==> config.mk <==
export PLATFORM = sky130hd
export DESIGN_NAME = ksa_controller_flat
export DESIGN_NICKNAME = d
export VERILOG_FILES = /design/src/rtl/rc4_pkg.sv /design/src/rtl/ksa_controller_if.sv /design/src/rtl/ksa_key_select.sv /design/src/rtl/ksa_controller.sv /design/src/flat_wrapper.sv
export SDC_FILE = /design/constraint.sdc
export NUM_CORES = 1
export LEC_CHECK = 0
export CORE_ASPECT_RATIO = 1.4
export CORE_MARGIN = 4
export CORE_UTILIZATION = 25
export DETAILED_ROUTE_END_ITERATION = 7
export HOLD_SLACK_MARGIN = 0.1
export SKIP_LAST_GASP = 1
export SLEW_MARGIN = 20
export SYNTH_ARGS = -nofsm -noshare
export SYNTH_HDL_FRONTEND = slang
export SYNTH_SLANG_ARGS = --single-unit
==> constraint.sdc <==
create_clock -name clock -period 6.1 [get_ports clock]
set_input_delay 1.525 -clock clock [delete_from_list [all_inputs] [get_ports clock]]
set_output_delay 1.525 -clock clock [all_outputs]
set_load 0.05 [all_outputs]
==> src/rtl/rc4_pkg.sv <==
// rc4_pkg
// Shared types and constants for the RC4 S-memory datapath.
//   ksa_state_t   : key-scheduling controller states
//   S_DEPTH       : number of S-RAM entries
//   S_ADDR_W      : S-RAM address width
//   S_DATA_W      : S-RAM data width
//   KEY_MAX_BYTES : largest supported secret key length (bound check)
package rc4_pkg;

  localparam int S_DEPTH       = 256;
  localparam int S_ADDR_W      = 8;
  localparam int S_DATA_W      = 8;
  localparam int KEY_MAX_BYTES = 32;

  typedef enum logic [2:0] {
    S_IDLE,
    S_READ_I,
    S_LATCH_I,
    S_READ_J,
    S_LATCH_J,
    S_WRITE_I,
    S_WRITE_J,
    S_DONE
  } ksa_state_t;

endpackage

==> src/rtl/ksa_controller_if.sv <==
// ksa_controller_if
// S-RAM port bundle between the KSA controller and the S memory.
//   address : S-RAM address            (master -> slave)
//   data    : S-RAM write data         (master -> slave)
//   wren    : S-RAM write enable       (master -> slave)
//   q       : S-RAM read data, valid the cycle after address (slave -> master)
interface ksa_controller_if;

  logic [rc4_pkg::S_ADDR_W-1:0] address;
  logic [rc4_pkg::S_DATA_W-1:0] data;
  logic                         wren;
  logic [rc4_pkg::S_DATA_W-1:0] q;

  modport master (output address, output data, output wren, input q);
  modport slave  (input address, input data, input wren, output q);

endinterface

==> src/rtl/ksa_key_select.sv <==
// ksa_key_select
// Holds the latched secret key, the wrapping key-byte index and the byte mux.
//   clock      : system clock
//   rst        : synchronous active-high reset
//   load       : capture secret_key into the key register
//   advance    : step the key index, wrapping after the last byte
//   clear      : return the key index to byte 0
//   secret_key : key, byte 0 in the most significant byte
//   key_byte   : currently selected key byte
module ksa_key_select
  import rc4_pkg::*;
#(
  parameter int KEY_BYTES = 3
) (
  input  logic                   clock,
  input  logic                   rst,
  input  logic                   load,
  input  logic                   advance,
  input  logic                   clear,
  input  logic [KEY_BYTES*8-1:0] secret_key,
  output logic [7:0]             key_byte
);

  localparam int KIDX_W = (KEY_BYTES > 1) ? $clog2(KEY_BYTES) : 1;
  localparam logic [KIDX_W-1:0] KIDX_LAST = KIDX_W'(KEY_BYTES - 1);

  generate
    if (KEY_BYTES < 1 || KEY_BYTES > KEY_MAX_BYTES) begin : g_bad_key_len
      $error("ksa_key_select: KEY_BYTES out of range");
    end
  endgenerate

  logic [7:0]        key_q [KEY_BYTES];
  logic [KIDX_W-1:0] kidx_q;

  // Wrapping index: compare against the last byte instead of a modulo.
  always_ff @(posedge clock) begin
    if (rst || clear) begin
      kidx_q <= '0;
    end else if (advance) begin
      kidx_q <= (kidx_q == KIDX_LAST) ? '0 : kidx_q + 1'b1;
    end
  end

  always_ff @(posedge clock) begin
    if (rst) begin
      for (int k = 0; k < KEY_BYTES; k++) key_q[k] <= '0;
    end else if (load) begin
      for (int k = 0; k < KEY_BYTES; k++) key_q[k] <= secret_key[KEY_BYTES*8-1-8*k -: 8];
    end
  end

  assign key_byte = key_q[kidx_q];

endmodule

==> src/rtl/ksa_controller.sv <==
// ksa_controller
// RC4 key-scheduling pass over a 256x8 S-RAM already holding s[i]=i.
// For i = 0..255: j += s[i] + key[i mod KEY_BYTES]; swap s[i], s[j].
//   clock      : system clock
//   rst        : synchronous active-high reset
//   start      : begins a pass when idle or done
//   secret_key : key, byte 0 in the most significant byte
//   sram       : S-RAM port (master side)
//   busy       : pass in progress
//   done       : pass complete, held until a new start or rst
// Optional build macro KSA_SAME_ADDR_SKIP_EN: when the new j equals i the
// swap is a no-op, so the iteration ends in LATCH_I (2 cycles, no writes).
//
// state     | meaning
// ----------+-------------------------------------------
// S_IDLE    | waiting for start
// S_READ_I  | present address i
// S_LATCH_I | capture s[i], update j
// S_READ_J  | present address j
// S_LATCH_J | capture s[j]
// S_WRITE_I | s[i] <= old s[j]
// S_WRITE_J | s[j] <= old s[i], advance i or finish
// S_DONE    | pass complete, waiting for start
module ksa_controller
  import rc4_pkg::*;
#(
  parameter int KEY_BYTES = 3
) (
  input  logic                   clock,
  input  logic                   rst,
  input  logic                   start,
  input  logic [KEY_BYTES*8-1:0] secret_key,
  ksa_controller_if.master       sram,
  output logic                   busy,
  output logic                   done
);

  localparam logic [S_ADDR_W-1:0] I_LAST = S_ADDR_W'(S_DEPTH - 1);

  ksa_state_t            state_q, state_d;
  logic [S_ADDR_W-1:0]   i_q, j_q;
  logic [S_DATA_W-1:0]   si_q, sj_q;
  logic [S_ADDR_W-1:0]   j_new;
  logic [7:0]            key_byte;
  logic                  accept, advance;

  ksa_key_select #(.KEY_BYTES(KEY_BYTES)) u_key_select (
    .clock      (clock),
    .rst        (rst),
    .load       (accept),
    .advance    (advance),
    .clear      (accept),
    .secret_key (secret_key),
    .key_byte   (key_byte)
  );

  always_ff @(posedge clock) begin
    if (rst) state_q <= S_IDLE;
    else     state_q <= state_d;
  end

  always_comb begin
    state_d = state_q;
    accept  = 1'b0;
    advance = 1'b0;
    j_new   = j_q + sram.q + key_byte;
    case (state_q)
      S_IDLE, S_DONE: begin
        if (start) begin
          accept  = 1'b1;
          state_d = S_READ_I;
        end
      end
      S_READ_I:  state_d = S_LATCH_I;
      S_LATCH_I: begin
`ifdef KSA_SAME_ADDR_SKIP_EN
        if (j_new == i_q) begin
          if (i_q == I_LAST) begin
            state_d = S_DONE;
          end else begin
            advance = 1'b1;
            state_d = S_READ_I;
          end
        end else begin
          state_d = S_READ_J;
        end
`else
        state_d = S_READ_J;
`endif
      end
      S_READ_J:  state_d = S_LATCH_J;
      S_LATCH_J: state_d = S_WRITE_I;
      S_WRITE_I: state_d = S_WRITE_J;
      S_WRITE_J: begin
        if (i_q == I_LAST) begin
          state_d = S_DONE;
        end else begin
          advance = 1'b1;
          state_d = S_READ_I;
        end
      end
      default:   state_d = S_IDLE;
    endcase
  end

  always_ff @(posedge clock) begin
    if (rst) begin
      i_q  <= '0;
      j_q  <= '0;
      si_q <= '0;
      sj_q <= '0;
    end else begin
      if (accept) begin
        i_q <= '0;
        j_q <= '0;
      end
      if (state_q == S_LATCH_I) begin
        si_q <= sram.q;
        j_q  <= j_new;
      end
      if (state_q == S_LATCH_J) sj_q <= sram.q;
      if (advance) i_q <= i_q + 1'b1;
    end
  end

  // Outputs depend only on registered state and indices.
  always_comb begin
    sram.address = '0;
    sram.data    = '0;
    sram.wren    = 1'b0;
    case (state_q)
      S_READ_I:  sram.address = i_q;
      S_READ_J:  sram.address = j_q;
      S_WRITE_I: begin
        sram.address = i_q;
        sram.data    = sj_q;
        sram.wren    = 1'b1;
      end
      S_WRITE_J: begin
        sram.address = j_q;
        sram.data    = si_q;
        sram.wren    = 1'b1;
      end
      default: ;
    endcase
    busy = (state_q != S_IDLE) && (state_q != S_DONE);
    done = (state_q == S_DONE);
  end

endmodule
==> src/flat_wrapper.sv <==
// flat-port wrapper written by rule: the top's interface ports become plain ports
module ksa_controller_flat import rc4_pkg::*;
#(
  parameter int KEY_BYTES = 3
)
  (clock, rst, start, secret_key, busy, done, sram_address, sram_data, sram_wren, sram_q);
  ksa_controller_if sram_i ();
  input  logic clock;
  input  logic rst;
  input  logic start;
  input  logic [KEY_BYTES*8-1:0] secret_key;
  output logic busy;
  output logic done;
  output wire logic [$bits(sram_i.address)-1:0] sram_address;
  output wire logic [$bits(sram_i.data)-1:0] sram_data;
  output wire logic [$bits(sram_i.wren)-1:0] sram_wren;
  input wire logic [$bits(sram_i.q)-1:0] sram_q;
  assign sram_address = sram_i.address;
  assign sram_data = sram_i.data;
  assign sram_wren = sram_i.wren;
  assign sram_i.q = sram_q;
  ksa_controller #(.KEY_BYTES(KEY_BYTES)) u_core (.clock(clock), .rst(rst), .start(start), .secret_key(secret_key), .sram(sram_i), .busy(busy), .done(done));
endmodule
* Word-level counts from Yosys, hierarchy flattened
Memory sizes are Yosys's and may differ from the RTL's. A register that Yosys moved wholly into a read port is not among the register bits. Index checks and enable logic that the tools add are counted. W data, S select, Z words.
Operators by class: reductions and logical operators 10, muxes and demuxes 24, bitwise operators 3, eq/ne operators 11, add/sub/neg operators 4
Operator list (number):
- $mux W8 | 6
- $pmux W8 S2 | 2
- $pmux W3 S7 | 1
- $add A8 B8 Y8 | 2
- $eq A3 B3 Y1 const B | 4
- $mux W1 | 10
- $add A8 B1 Y8 const B | 1
- $eq A8 B8 Y1 const B | 1
- $reduce_or A2 Y1 | 4
- $eq A3 B2 Y1 const B | 2
- $mux W2 | 3
- $mux W3 | 2
- $reduce_bool A2 Y1 | 2
- $eq A3 B1 Y1 const B | 1
- $logic_not A3 Y1 | 1
- $ne A3 B3 Y1 const B | 1
- $or A1 B1 Y1 | 3
- $reduce_bool A3 Y1 | 1
- $add A2 B1 Y2 const B | 1
- $eq A2 B2 Y1 const B | 1
- $ne A2 B2 Y1 const B | 1
- $logic_and A1 B1 Y1 | 1
- $logic_or A1 B1 Y1 | 1
Storage, ports and cells: memories 1, bits of input ports 35, flip-flop bits (word level) 37, output and inout port bits 19, bits in writable memories 24
Memory list:
- u_core.u_key_select.key_q | depth 3, bits a word 8, read ports 1, clocked after Yosys merged registers in 1, write ports 3, line ksa_key_select.sv:33 | logic [7:0] key_q [KEY_BYTES];

* Logic depth before layout (Yosys ltp)
word-level depth 7, mapped depth 12

* Cells and area by module
From an unflattened synthesis, not the netlist that was laid out.
Unflattened totals: cell total of the unflattened synthesis 354, area total of the unflattened synthesis 3420.8 um2
By module, submodules not included:
- ksa_controller | instances 1, cells each 266, area an instance 2233.4 um2, sequential area each 700.7 um2
- ksa_key_select | instances 1, cells each 88, area an instance 1187.4 um2, sequential area each 800.8 um2

* Worst setup path before layout
Ideal clock, no wire load.
path type reg2out, start register u_core.state_q[0], end output sram_data[6], data required time 4.575 ns, cell stages (with the launch flop) 7, path slack 2.626 ns, data arrival time 1.949 ns, cell sequence dfxtp_1 buf_2 nor2b_1 clkbuf_1 clkbuf_1 a22oi_1 nor2_1
On the way: cells in the longest elaborated chain, start to end 2
RTL lines:
- start: declaration | line ksa_controller.sv:40 | ksa_state_t state_q, state_d;
- start signal: assignment | line ksa_controller.sv:59 | else state_q <= state_d;
- $eq A3 B3 Y1 | line ksa_controller.sv:131 | case (state_q)
- $pmux W8 S2 * | line ksa_controller.sv:131
- end: declaration | line flat_wrapper.sv:15 | output wire logic [$bits(sram_i.data)-1:0] sram_data;
Mark *: on every way between the ends. The rest lies on a longest branch, timed or not.

* Worst setup path in the final report
Ends and elaborated chain as after synthesis.

==> flow_summary.yaml <==
timing:
  fin_crit_sh_pct: 69.60
  hold_viol_final: 0
  tightest_slew_ns: 0.6939
  max_freq_mhz: 235.6
  rsz0062_at_grt: "false"
  setup_violations: 0
  layout_setup_ws_ns: 1.855
  relSlewSlack_pct: 53.53
  finClkSkew_ns: 0.005406
  setup_tns_ns: 0
  period_minus_slack_ns: 4.245
  whs_ns: 0.4566
  drv_slew: 0
power:
  vdd_drop_max_v: 0.0001155
  leakage_nw: 1.418
  finalPower_mw: 1.166
  cellPowerDensity_nw_per_um2: 279.1
synth:
  synthAdderAreaFrac_pct: 7.668
  synthMuxAreaShare_pct: 5.267
  ys_warn_count: 0
  syn_nets: 383
  yosysSeqAreaShare_pct: 46.48
  ys_seq_elements: 63
  synth_ff_type: "dfxtp_1"
  avgSynthCellArea_um2: 9.701
  synth_xor_area_share_pct: 1.627
  synth_compound_area_share_pct: 15.22
  synth-edff-count: 24
  syn-cell-area_um2: 3231
  synthSimpleGateAreaFrac_pct: 20.26
  postSynthCellCount: 333
  synth_top_family_by_area: "simple AND/OR/NAND/NOR gates"
  yosysUniqueCellTypes: 47
  async_reset_ff_share_pct: 0
drt:
  drc: 0
  vias: 2536
  vias_per_cell: 4.758
  first_pass_iters: 4
  drt_iter0_markers: 102
  detail_route.wirelength_um: 7586
  drtAntennaViolNets: 0
  post_drt_wl_per_cell_um: 14.23
global_route:
  grt_usage_pct: 10.45
  antenna_found_initial: 0
  grt-ovfl-total: 0
  grt_pass1_vias: 2496
  grt_pass1_wl_um: 12360
  grt_max_degree: 32
clocking:
  cts-htree-levels: 3
  post_cts_buffers: 0
  cts_sinks: 63
  hold_buffers: 0
  cts_root_buf: "clkbuf_16"
  cts-resized-gates: 0
  insertion_delay_ns: 0.33
  cts_buffer_depth: 2
  cts_tree: "yes"
  cts_buffers: 9
  clk_pin_slew_ns: 0.05
placement:
  finalWeightedCongestion: 0.8658
  preCtsSetupSlack_ns: 1.831
  post-dp-hpwl_um: 5716
  port_buffers: 53
  place_inst: 517
die:
  coreArea_um2: 12490
  floorplan.die.height_um: 142.5
  die_area_um2: 14830
  fp.dieW_um: 104.1
  ios: 54
  fp-row-count: 48
  start_util_pct: 25.86
hold_path:
  hold_depth: 2
  hp-class: "reg2reg"
cells_and_area:
  drive_above_1_share_pct: 7.311
  syn_to_final_growth_pct: 29.28
  layout.nets: 428
  fillCellCount: 1294
  insertedDiodeCount: 0
  instances_no_fill: 533
job:
  cap_violations: 0
setup_path:
  r2r_cells: 11
  arrival_ns: 2.72
  crit_path_end_kind: "output pin"
  critical_path_peak_fanout: 17
  path_class: "reg2out"
  required_ns: 4.58
  start_kind: "register"
run_status:
  status: "finished clean"
## metal layers
metal | GRT usage, % | vias up | wire (µm)
li1 | - | 1272 | -
met1 | 12.24 | 1175 | 3333
met2 | 18.05 | 77 | 3659
met3 | 2.905 | 12 | 463
met4 | 4.342 | 0 | 129
met5 | 0 | - | 0
## Yosys cell counts, types with 8 or more instances
| library cell | count | area, µm² |
|---|---|---|
| nor2_1 | 39 | 146.4 |
| a32o_1 | 8 | 80.08 |
| mux2i_1 | 17 | 170.2 |
| and2_1 | 26 | 162.7 |
| edfxtp_1 | 24 | 720.7 |
| dfxtp_1 | 39 | 780.8 |
| fa_1 | 8 | 160.2 |
| nand2_1 | 40 | 150.1 |
| nand3_1 | 11 | 55.05 |
| o21ai_0 | 10 | 50.05 |
| clkbuf_1 | 12 | 45.04 |
| a22oi_1 | 10 | 75.07 |
| a21oi_1 | 19 | 95.09 |
## stage by stage
| step | instance area, µm² | util (%) |
|---|---|---|
| 3_5_place_dp | 3870 | 30.98 |
| 3_3_place_gp | 3870 | 30.98 |
| 6_report | 4177 | 33.43 |
| 5_1_grt | 4177 | 33.43 |
| 4_1_cts | 4169 | 33.37 |
| 2_1_floorplan | 3231 | - |
## layout make-up
class                      count  area [µm²]  share of cell area [%]
sequential                    63        1501                   35.95
inverter                       5       18.77                  0.4494
multi-input combinational    244        1624                   38.89
clock buffer                   9       225.2                   5.392
timing repair buffer          55       545.5                   13.06
tap                          150       187.7                   4.494
clock inverter                 7       73.82                   1.768
## worst paths after layout
| check | from | to | slack (ns) |
|---|---|---|---|
| hold / removal | u_core.si_q[1] | u_core.si_q[1] | 0.46 |
| hold reg to reg | u_core.si_q[1] | u_core.si_q[1] | 0.46 |
| setup reg to reg | register | u_core.j_q[7] | 3.07 |
| setup / recovery | u_core.state_q[0] | sram_data[6] | 1.85 |
## logic make-up after synthesis
kind of cell / Yosys count
flops: 63
xor+xnor: 6
mux: 17
compound gates: 71
fa+ha+maj: 15
simple gates: 135
buf+inv: 26
## registers in the layout (all words and copies together) (netlist names), named ones only
signal                      cells
u_core.i_q                      8
u_core.state_q                  3
u_core.u_key_select.kidx_q      2
u_core.sj_q                     8
u_core.si_q                     8
u_core.u_key_select.key_q      24
u_core.j_q                      8
## where the power goes
part / internal (mW) / switching, mW / leakage, nW
Combinational: 0.0775 / 0.0996 / 0.710
Sequential: 0.468 / 0.0189 / 0.574
Clock: 0.315 / 0.186 / 0.134
## cell usage in the layout (no fill, tap or decap), types with 2 or more instances in the layout
cell type and n:
and2_1 26, o21a_1 2, nor3_1 2, dfxtp_1 39
a32o_1 8, or4_1 2, inv_1 4, nor2_1 38
a22oi_1 10, o211ai_1 2, a211oi_1 2, fa_1 8
nand3_1 11, clkbuf_16 9, a21oi_1 19, a31oi_1 4
and3_1 3, o21ai_0 10, clkinvlp_4 4, clkdlybuf4s50_1 53
nand2_1 40, edfxtp_1 24, or3_1 2, buf_4 2
nor2b_1 2, ha_1 7, xnor2_1 5, o21ai_1 5
mux2i_1 17
## worst max-delay path: stages (launching register included)
cell	delay [ns]
dfxtp_1	0.55
nor2b_2	0.67
a22oi_1	0.19
nor2_1	0.16
clkdlybuf4s50_1	0.82
No activity file was read; power rests on OpenSTA's default activity.
